**src/rtl/calendar_counter.sv**
```systemverilog
// Calendar date counter: day/month/year with Gregorian leap years,
// preset load with legality check, and registered carry/error pulses.
module calendar_counter #(
   parameter int YEAR_W   = 12,
   parameter int YEAR_MIN = 2000,
   parameter int YEAR_MAX = 2399,
   parameter bit WRAP     = 1'b1
) (
   input  logic              clk,
   input  logic              rst_n,
   input  logic              en,
   input  logic              day_tick,
   input  logic              load,
   input  logic [4:0]        set_day,
   input  logic [3:0]        set_month,
   input  logic [YEAR_W-1:0] set_year,
   output logic [4:0]        day,
   output logic [3:0]        month,
   output logic [YEAR_W-1:0] year,
   output logic              month_carry,
   output logic              year_carry,
   output logic              load_err
);

   localparam logic [YEAR_W-1:0] Y_MIN = YEAR_W'(YEAR_MIN);
   localparam logic [YEAR_W-1:0] Y_MAX = YEAR_W'(YEAR_MAX);
   localparam logic [YEAR_W-1:0] Y_ONE = YEAR_W'(1);

   // Gregorian leap rule on the full binary year value.
   function automatic logic is_leap(input logic [YEAR_W-1:0] y);
      int unsigned v;
      v = 32'(y);
      return ((v % 4 == 0) && (v % 100 != 0)) || (v % 400 == 0);
   endfunction

   // Length of month m in year y; months outside 1..12 are screened elsewhere.
   function automatic logic [4:0] days_in(input logic [3:0] m,
                                          input logic [YEAR_W-1:0] y);
      logic [4:0] d;
      case (m)
         4'd4, 4'd6, 4'd9, 4'd11: d = 5'd30;
         4'd2:                    d = is_leap(y) ? 5'd29 : 5'd28;
         default:                 d = 5'd31;
      endcase
      return d;
   endfunction

   logic [4:0] cur_days;
   logic [4:0] set_days;
   logic       load_ok;
   logic       last_day;
   logic       at_year_max;

   assign cur_days    = days_in(month, year);
   assign set_days    = days_in(set_month, set_year);
   assign last_day    = (day >= cur_days);
   assign at_year_max = (year >= Y_MAX);

   assign load_ok = (set_month >= 4'd1) && (set_month <= 4'd12) &&
                    (set_year >= Y_MIN) && (set_year <= Y_MAX) &&
                    (set_day >= 5'd1) && (set_day <= set_days);

   // Date register and one-cycle status pulses; load wins over day_tick.
   // NOTE: every register here uses <= so all branches see pre-edge values.
   always_ff @(posedge clk or negedge rst_n) begin
      if (!rst_n) begin
         day         <= 5'd1;
         month       <= 4'd1;
         year        <= Y_MIN;
         month_carry <= 1'b0;
         year_carry  <= 1'b0;
         load_err    <= 1'b0;
      end else begin
         // NOTE: pulses default low each cycle so they last exactly one cycle.
         month_carry <= 1'b0;
         year_carry  <= 1'b0;
         load_err    <= 1'b0;
         if (en) begin
            if (load) begin
               if (load_ok) begin
                  day   <= set_day;
                  month <= set_month;
                  year  <= set_year;
               end else begin
                  load_err <= 1'b1;
               end
            end else if (day_tick) begin
               if (!last_day) begin
                  day <= day + 5'd1;
               end else if (month != 4'd12) begin
                  day         <= 5'd1;
                  month       <= month + 4'd1;
                  month_carry <= 1'b1;
               end else if (!at_year_max) begin
                  day         <= 5'd1;
                  month       <= 4'd1;
                  year        <= year + Y_ONE;
                  month_carry <= 1'b1;
                  year_carry  <= 1'b1;
               end else if (WRAP) begin
                  day         <= 5'd1;
                  month       <= 4'd1;
                  year        <= Y_MIN;
                  month_carry <= 1'b1;
                  year_carry  <= 1'b1;
               end
            end
         end
      end
   end

endmodule

```
**config.mk**
```make
export PLATFORM = sky130hd
export DESIGN_NAME = calendar_counter
export DESIGN_NICKNAME = d
export VERILOG_FILES = /design/src/rtl/calendar_counter.sv
export SDC_FILE = /design/constraint.sdc
export NUM_CORES = 1
export LEC_CHECK = 0
export BUFFER_PORTS_ARGS = -buffer_cell sky130_fd_sc_hd__buf_2
export CORE_MARGIN = 2
export CORE_UTILIZATION = 55
export CTS_CLUSTER_DIAMETER = 40
export DETAILED_ROUTE_END_ITERATION = 8
export GPL_TIMING_DRIVEN = 0
export PLACE_DENSITY = 0.77
export SYNTH_ARGS = -nofsm -noshare
export SYNTH_HDL_FRONTEND = slang
export SYNTH_SLANG_ARGS = --single-unit
```
**constraint.sdc**
```tcl
create_clock -name clk -period 6.6 [get_ports clk]
set_clock_uncertainty 0.2 [all_clocks]
set_input_delay 0.33 -clock clk [delete_from_list [all_inputs] [get_ports clk]]
set_output_delay 0.33 -clock clk [all_outputs]
set_load 0.1 [all_outputs]
```
==> flow_summary.toml, run 1 <==
[power_and_ir_drop]
p_leak_nw = 1.83
design_power_total_mw = 2.13
vdd_drop_max_mv = 0.210
p_per_area_nw_per_um2 = 463

[job]
cap_violations = 0

[critical_path]
max_stage_delay_ns = 0.52
critPathMaxFanout = 10
rr_startpoint = "year[8]"
reg2reg_depth = 27
r2r_end = "year[7]"
cp_slowest_cell = "or4_1"
startpoint = "set_year[7]"
end_kind = "flop"
critPathKind = "in2reg"
critical_path_required_ns = 6.54
cp-start-kind = "primary input"
crit_end = "year[11]"
crit_top_cell = "buf_2"
critPathArrivalTime_ns = 6.34
reg2reg_slack_ns = 0.32

[cts]
cts_buffer_depth = 2
clkLatencyLatePin_ns = 0.28
cts_inserted_buffers = 3
ctsRootBufferMaster = "clkbuf_8"
cts_sinks = 24
cts_tree = "yes"
cts_htree_levels = 1
path_clk_slew_ns = 0.09

[synthesis]
yosysWarnings = 0
synth.distinct_cells = 84
synth-seq-cells = 24
syn_area_sq_um = 3820
synth_seq_area_share_pct = 16.0
synth_nets = 566
synth_ff_type = "dfrtp_1"
syn_avg_cell_area_sq_um = 7.24
synth_edf_count = 0
async_reset_ff_share_pct = 100
netlist_instances = 527

[die]
core_area_sq_um = 6760
start_util_pct = 56.5
rows = 30
io_pins = 50
die_w_um = 87.3
die_y_um = 87.3
die_area_sq_um = 7620

[routing]
vias = 4514
drc = 0
drtIter0Drc = 367
post_drt_wl_per_cell_um = 18.0
drt-total-wl_um = 12100
first_pass_iters = 6
antenna_left = 0
viasPerCell = 6.76

[timing]
hold_violations = 0
slew_headroom_pct = 27.4
maxSlewViolCount = 0
fin_crit_ns = 6.40
hold-worst-slack_ns = 0.115
finalCritPeriodShare_pct = 97.0
worst_pin_slew_ns = 1.08
final-setup-viol-count = 0
fmax_mhz = 156
layout_setup_ws_ns = 0.200

[grt]
grt_remaining_overflow = 0
grt_pass1_wl_um = 19500
grt_max_degree = 25
antenna_found_initial = 0
grtUsageTotal_pct = 31.1
grt_pass1_vias = 4187

[place]
gp_congestion = 0.933
dp_hpwl_um = 8920
io_buffers = 47
place_inst = 654
pre_cts_slack_ns = -0.641

[layout]
multi_input_area_sq_um = 3250
finalNonFillerCells = 668
antennaDiodeCount = 0
seqCellArea_sq_um = 611
n_fill_cell = 600
area_growth_pct = 20.5
final_nets = 628
drive_gt1_share_pct = 24.8

[min_path]
min_path_type = "in2reg"
min_from = "en"

[run_status]
status = "finished, final reports clean"
-- worst min path at each step --
stage,endpoint,slack [ns],cells past startpoint
floorplan,day[1],-0.17,0
global placement,month[3],0.14,1
detailed placement,month[3],0.16,1
CTS,load_err,0.11,3
global route,load_err,0.13,3
finish,load_err,0.11,3
-- sequential cells by signal, indices dropped and copies added, names as in the netlist --
name / cells
month: 4
year_carry: 1
load_err: 1
day: 5
month_carry: 1
year: 12
-- per-layer routing --
metal | track usage (%) | up-vias | routed length [um]
met5 | 0 | - | 0
met1 | 39.6 | 2166 | 5140
li1 | - | 2140 | -
met2 | 53.1 | 177 | 5940
met4 | 10.8 | 0 | 297
met3 | 4.74 | 31 | 673
-- kinds of logic after synthesis --
group,after synthesis,share of synthesized area (%)
muxes,8,2.16
AOI/OAI and AO/OA,202,39.0
buffers and inverters,60,6.16
xor gates and xnor gates,17,4.10
adders and majority gates,18,5.57
DFF,24,16.0
and+or+nand+nor,198,27.0
-- critical path: cells and delay by family --
kind	cells	cell delay, ns
compound gates	13	2.46
buf+inv	5	0.75
fa+ha+maj	2	0.48
simple gates	9	2.16
xor+xnor	1	0.14
-- cell usage in the layout, fill, tap and decap left out, types with 5 or more instances in the layout --
cell type / instances
nand2b_1: 8
a32oi_1: 7
inv_1: 25
buf_2: 55
nor3_1: 12
buf_4: 12
a221oi_1: 6
ha_1: 13
nor2_1: 51
nor2_2: 5
a21oi_1: 37
nand4_1: 9
maj3_1: 5
nand3_1: 22
o22a_1: 9
or3_1: 5
xnor2_1: 11
o211ai_1: 7
a21o_1: 10
nor3b_1: 5
nand3b_1: 7
nand2_1: 30
dfrtp_1: 16
a31oi_1: 8
clkbuf_1: 20
o22ai_1: 5
nor2b_1: 9
dfstp_2: 8
o21ai_0: 30
mux2i_1: 5
-- where the power goes --
part           internal, mW  total (mW)  switching, mW  leakage (nW)
Combinational         0.590        1.75           1.16          1.51
Sequential            0.197       0.246         0.0487         0.285
Clock                0.0813       0.135         0.0542        0.0357
Total                 0.868        2.13           1.26          1.83
-- cell type report --
class | count | area share (%)
Clock inverter | 1 | 0.653
Clock buffer | 3 | 0.898
Sequential cell | 24 | 13.3
Tap cell | 80 | 2.18
Timing Repair Buffer | 59 | 7.13
Multi-Input combinational cell | 443 | 70.7
Inverter | 25 | 2.04
Buffer | 33 | 3.16
-- cell usage after synthesis, types with 5 or more instances --
library cell	instances	area, sq um
a32oi_1	8	70.1
xnor2_1	13	114
o21ai_0	32	160
inv_1	25	93.8
or3_1	5	31.3
a21o_1	10	75.1
dfrtp_1	16	400
nor3_1	16	80.1
nand4_1	9	56.3
a221oi_1	9	78.8
mux2i_1	6	60.1
nand2_1	30	113
o22ai_1	6	37.5
dfstp_2	8	210
nor3b_1	5	37.5
a21oi_1	40	200
o211ai_1	7	52.6
nand3_1	22	110
nor2b_1	10	62.6
nand2b_1	8	50.1
nor2_1	56	210
ha_1	13	163
a211oi_1	5	37.5
clkbuf_1	23	86.3
buf_2	8	40.0
a31oi_1	10	62.6
maj3_1	5	50.1
o22a_1	9	78.8
nand3b_1	7	52.6
o31ai_1	5	37.5
-- what timing repair did --
action                     CTS  global route
hold buffers                 1             0
resized for setup           21            43
setup endpoints to repair   16            20
setup buffers                1             9
pin swaps                    3            15
hold endpoints to repair    16             0
cloned                       0             1
-- stage by stage --
| step | TNS [ns] | instance area, sq um | util (%) |
|---|---|---|---|
| 2_1_floorplan | 0 | 3820 | - |
| 3_3_place_gp | -7.68 | 4150 | 61.5 |
| 3_5_place_dp | -8.40 | 4150 | 61.5 |
| 4_1_cts | 0 | 4340 | 64.2 |
| 5_1_grt | -0.176 | 4600 | 68.1 |
| 6_report | 0 | 4600 | 68.1 |
(Power assumes the default switching activity.)
==> run 2, diff against run 1 <==
- MAX_ROUTING_LAYER: not set -> met4
==> run 2 against run 1 <==
  * Register-to-register slack got worse by 0.03 ns
  * Total power down 1.6%
  * Highest routed layer unchanged
  * Critical path depth down 2
  * Largest cell class unchanged
  * Setup slack better by 0.087 ns
  * Critical endpoint is now year[7]
  * Sequential cell count stayed put
  * Utilization is 1.2 points lower
  * First-iteration DRC count up 10%
  * Worst hold slack improved by 0.011 ns
  * Routed wire length is 0.62% lower
==> flow_summary.toml, run 2 (synthesized netlist as in run 1, its figures left out) <==
[run_status]
status = "finished, final reports clean"

[critical_path]
cp_slowest_cell = "dfstp_2"
max_stage_delay_ns = 0.38
startpoint = "year[8]"
reg2reg_slack_ns = 0.29
cp-start-kind = "flop"
critPathBufInv = 4
end_kind = "flop"
critical_path_required_ns = 6.60
critPathArrivalTime_ns = 6.31
rr_startpoint = "year[8]"
critPathKind = "reg2reg"
critPathMaxFanout = 10
critPathTopFamily = "compound AO/OA/AOI/OAI gates"

[layout]
mostFrequentLayoutCells = "55 x buf_2, 53 x nor2_1, 38 x a21oi_1"
largest_reg_flops = 12
drive_gt1_share_pct = 22.5
layout_commonest_cell = "buf_2"
top_regs = "year: 12 flops, day: 5 flops, month: 4 flops"
fin_util_pct = 66.8
multi_input_area_sq_um = 3150
top_register = "year"
final_nets = 630
area_growth_pct = 18.3
n_fill_cell = 623
seqCellArea_sq_um = 611
antennaDiodeCount = 0

[cts]
ctsRootBufferMaster = "clkbuf_8"
cts_buffer_depth = 2
cts_tree = "yes"
cts_inserted_buffers = 3
cts_sinks = 24
cts_htree_levels = 1
path_clk_slew_ns = 0.09
clkLatencyLatePin_ns = 0.27

[timing]
hold_violations = 0
worst_pin_slew_ns = 0.885
maxSlewViolCount = 0
slew_headroom_pct = 40.6
final-setup-viol-count = 0
layout_setup_ws_ns = 0.287
fmax_mhz = 158
fin_crit_ns = 6.31
finalCritPeriodShare_pct = 95.6

[routing]
post_drt_wl_per_cell_um = 17.9
drc = 0
antenna_left = 0
first_pass_iters = 6
viasPerCell = 6.73
drt-total-wl_um = 12000
vias = 4508
drtIter0Drc = 404

[min_path]
min_from = "en"
min_path_type = "in2reg"

[grt]
grt_pass1_vias = 4129
antenna_found_initial = 0
grt_max_degree = 25
grt_remaining_overflow = 0
grtUsageTotal_pct = 32.2
grt_pass1_wl_um = 19600

[power_and_ir_drop]
p_per_area_nw_per_um2 = 464
vdd_drop_max_mv = 0.284
p_leak_nw = 1.83

[place]
dp_hpwl_um = 8950
pre_cts_slack_ns = -0.604
io_buffers = 47
gp_congestion = 0.949

[die]
die_y_um = 87.3
start_util_pct = 56.5
die_w_um = 87.3
core_area_sq_um = 6760
rows = 30
die_area_sq_um = 7620
io_pins = 50

[job]
cap_violations = 0
run 2: worst register-to-register path: cells and delay by family (launching register included):
| kind | cells | cell delay [ns] |
|---|---|---|
| muxes | 1 | 0.15 |
| AOI/OAI and AO/OA | 13 | 2.86 |
| buffers and inverters | 4 | 0.66 |
| adders and majority gates | 2 | 0.56 |
| and+or+nand+nor | 7 | 1.16 |
| xor gates and xnor gates | 1 | 0.29 |
| DFF | 1 | 0.38 |
run 2: final timing paths:
| path | end | cells after the start |
|---|---|---|
| worst min-delay path | load_err | 3 |
| worst max register to register | year[7] | 28 |
| worst max-delay path | year[7] | 28 |
| min in group asynchronous | month[3] | 2 |
| max in group asynchronous | year[6] | 2 |
| worst min register to register | day[0] | 2 |
run 2: area by class of cell:
type	instances	area share, %
sequential	24	13.5
multi-input combinational	443	69.9
clock buffer	3	0.915
buffer	32	2.97
tap	80	2.22
inverter	25	2.08
clock inverter	1	0.665
timing repair buffer	62	7.76
run 2: repair_timing:
item,in CTS,in global routing
setup buffers,2,12
pin swaps,2,12
resized for setup,17,22
hold buffers,1,0
gates cloned,0,0
endpoints found under the setup margin,16,21
endpoints found under the hold margin,16,0
run 2: per-layer routing:
metal | global-route usage [%] | vias up | part of all wire, % | wire length (um)
met1 | 40.3 | 2129 | 42 | 4970
met4 | 9.09 | 0 | 2.0 | 235
met2 | 54.8 | 195 | 50 | 6000
met3 | 3.70 | 31 | 6.4 | 771
met5 | - | - | 0 | 0
li1 | - | 2153 | - | -
run 2: metrics by stage:
stage	hold slack (ns)	TNS, ns	total power [mW]	std cells	cell area, sq um
6_report	0.126	0	2.09	670	4510
2_1_floorplan	-0.166	0	1.45	527	3820
5_1_grt	0.131	-0.399	2.22	670	4510
4_1_cts	0.122	0	1.91	660	4320
3_3_place_gp	0.143	-7.94	1.70	654	4150
3_5_place_dp	0.149	-8.41	1.73	654	4150
run 2: power by group:
group,total (mW),internal (mW),switching (mW)
Sequential,0.246,0.197,0.0486
Combinational,1.72,0.594,1.12
Clock,0.133,0.0811,0.0516
==> run 3, diff against run 2 <==
- BUFFER_PORTS_ARGS: -buffer_cell sky130_fd_sc_hd__buf_2 -> -buffer_cell sky130_fd_sc_hd__buf_4
==> run 3 against run 2 <==
  * Critical path depth decreased by 1
  * Global-route usage decreased by 0.82 points
  * Largest power group unchanged
  * Fmax decreased by 1.3%
  * Highest routed layer unchanged
  * Non-clock buffer count decreased by 4
  * Sequential share of layout area decreased by 0.29 points
  * Clock power about the same
  * Via count increased by 1.2%
  * Die area unchanged
  * Routed wire length decreased by 0.77%
  * Critical endpoint is now year[11]
  * Combinational power about the same
  * Utilization increased by 1.5 points
  * Setup slack got worse by 0.084 ns
==> flow_summary.toml, run 3 (synthesized netlist as in run 1, its figures left out) <==
[critical_path]
reg2reg_depth = 27
critPathKind = "reg2reg"
cp-start-kind = "flop"
critPathMaxFanout = 10
critPathArrivalTime_ns = 6.38
end_kind = "flop"
critical_path_required_ns = 6.59

[layout]
antennaDiodeCount = 0
mostFrequentLayoutCells = "56 x buf_4, 53 x nor2_1, 38 x a21oi_1"
n_fill_cell = 601
top_register = "year"
drive_gt1_share_pct = 22.2
seqCellArea_sq_um = 611
top_regs = "year: 12 flops, day: 5 flops, month: 4 flops"
final_nets = 626
layout_commonest_cell = "buf_4"
largest_reg_flops = 12
multi_input_area_sq_um = 3170
area_growth_pct = 20.9
final_area_sq_um = 4610

[timing]
layout_setup_ws_ns = 0.204
hold_violations = 0
hold-worst-slack_ns = 0.108
finalCritPeriodShare_pct = 96.9
fin_crit_ns = 6.40
final-setup-viol-count = 0
fmax_mhz = 156
slew_headroom_pct = 47.4
maxSlewViolCount = 0
worst_pin_slew_ns = 0.782

[routing]
drt-total-wl_um = 11900
antenna_left = 0
vias = 4564
post_drt_wl_per_cell_um = 17.8
first_pass_iters = 5
drc = 0
viasPerCell = 6.85
drtIter0Drc = 383

[grt]
grtUsageTotal_pct = 31.4
grt_max_degree = 25
antenna_found_initial = 0
grt_remaining_overflow = 0
grt_pass1_vias = 4208
grt_pass1_wl_um = 19100

[place]
pre_cts_slack_ns = -0.608
dp_hpwl_um = 9070
dpl_cell_area_sq_um = 4270
io_buffers = 47
gp_congestion = 0.984

[die]
die_y_um = 87.3
io_pins = 50
start_util_pct = 56.5
core_area_sq_um = 6760
rows = 30
die_w_um = 87.3
die_area_sq_um = 7620

[cts]
cts_sinks = 24
ctsRootBufferMaster = "clkbuf_8"
cts_buffer_depth = 2
clkLatencyLatePin_ns = 0.27
cts_inserted_buffers = 3
path_clk_slew_ns = 0.09
cts_htree_levels = 1
cts_tree = "yes"

[min_path]
min_path_type = "in2reg"
min_path_cells = 3

[power_and_ir_drop]
p_leak_nw = 1.84
p_per_area_nw_per_um2 = 458
vdd_drop_max_mv = 0.254
design_power_total_mw = 2.11

[job]
cap_violations = 0

[run_status]
status = "finished, final reports clean"
[run 3: layout make-up]
type	count	share of cell area, %
buffer	33	2.96
clock buffer	3	0.895
clock inverter	1	0.651
inverter	25	2.03
multi-input combinational	443	68.7
sequential	24	13.2
tap	80	2.17
timing repair buffer	57	9.33
[run 3: report_power, final]
group | total [mW] | switching [mW] | internal [mW]
clock network | 0.132 | 0.0513 | 0.0812
registers | 0.246 | 0.0493 | 0.197
logic | 1.74 | 1.13 | 0.607
[run 3: path summary, 6_finish.rpt]
path,startpoint,to,slack [ns]
setup / recovery,year[8],year[11],0.20
hold / removal,en,load_err,0.11
setup reg to reg,year[8],year[11],0.20
hold reg to reg,day[0],day[0],0.34
max in group asynchronous,rst_n,day[0],5.61
min in group asynchronous,rst_n,day[1],0.29
[run 3: per-layer routing]
| metal | track usage [%] | vias to the layer above | routed length [um] |
|---|---|---|---|
| met3 | 3.89 | 40 | 825 |
| li1 | - | 2151 | - |
| met4 | 7.13 | 0 | 280 |
| met5 | - | - | 0 |
| met1 | 37.8 | 2145 | 4820 |
| met2 | 55.7 | 228 | 5960 |
[run 3: worst max-delay path, cell delays in order, from the launching register on]
cell,delay [ns]
dfstp_2,0.38
buf_2,0.17
o31ai_4,0.30
inv_1,0.08
ha_1,0.26
nand2b_1,0.19
o21ai_4,0.27
and2_4,0.26
o221ai_4,0.18
a21oi_2,0.22
nor2_2,0.09
xnor2_1,0.43
o31a_1,0.26
mux2i_2,0.15
o41ai_2,0.39
xor2_1,0.31
o31ai_1,0.15
mux2i_1,0.15
a31oi_1,0.21
ha_1,0.26
nand2b_1,0.14
a21oi_1,0.14
nor2_1,0.09
or2_2,0.35
nand4_1,0.16
buf_2,0.25
o21ai_0,0.12
o21ai_0,0.13
[run 3: repair_timing]
| action | 4_1_cts | 5_1_grt |
|---|---|---|
| setup endpoints to repair | 16 | 21 |
| hold buffers | 1 | 0 |
| pin swaps | 1 | 8 |
| gates resized for setup | 12 | 29 |
| buffers inserted | 3 | 6 |
| hold endpoints to repair | 16 | 0 |
[run 3: per-stage QoR]
step / instances / utilization, % / setup TNS (ns)
6_report: 666 / 68.3 / 0
5_1_grt: 666 / 68.3 / -0.179
4_1_cts: 661 / 65.5 / 0
3_5_place_dp: 654 / 63.2 / -8.12
3_3_place_gp: 654 / 63.2 / -6.27
2_1_floorplan: 527 / - / 0
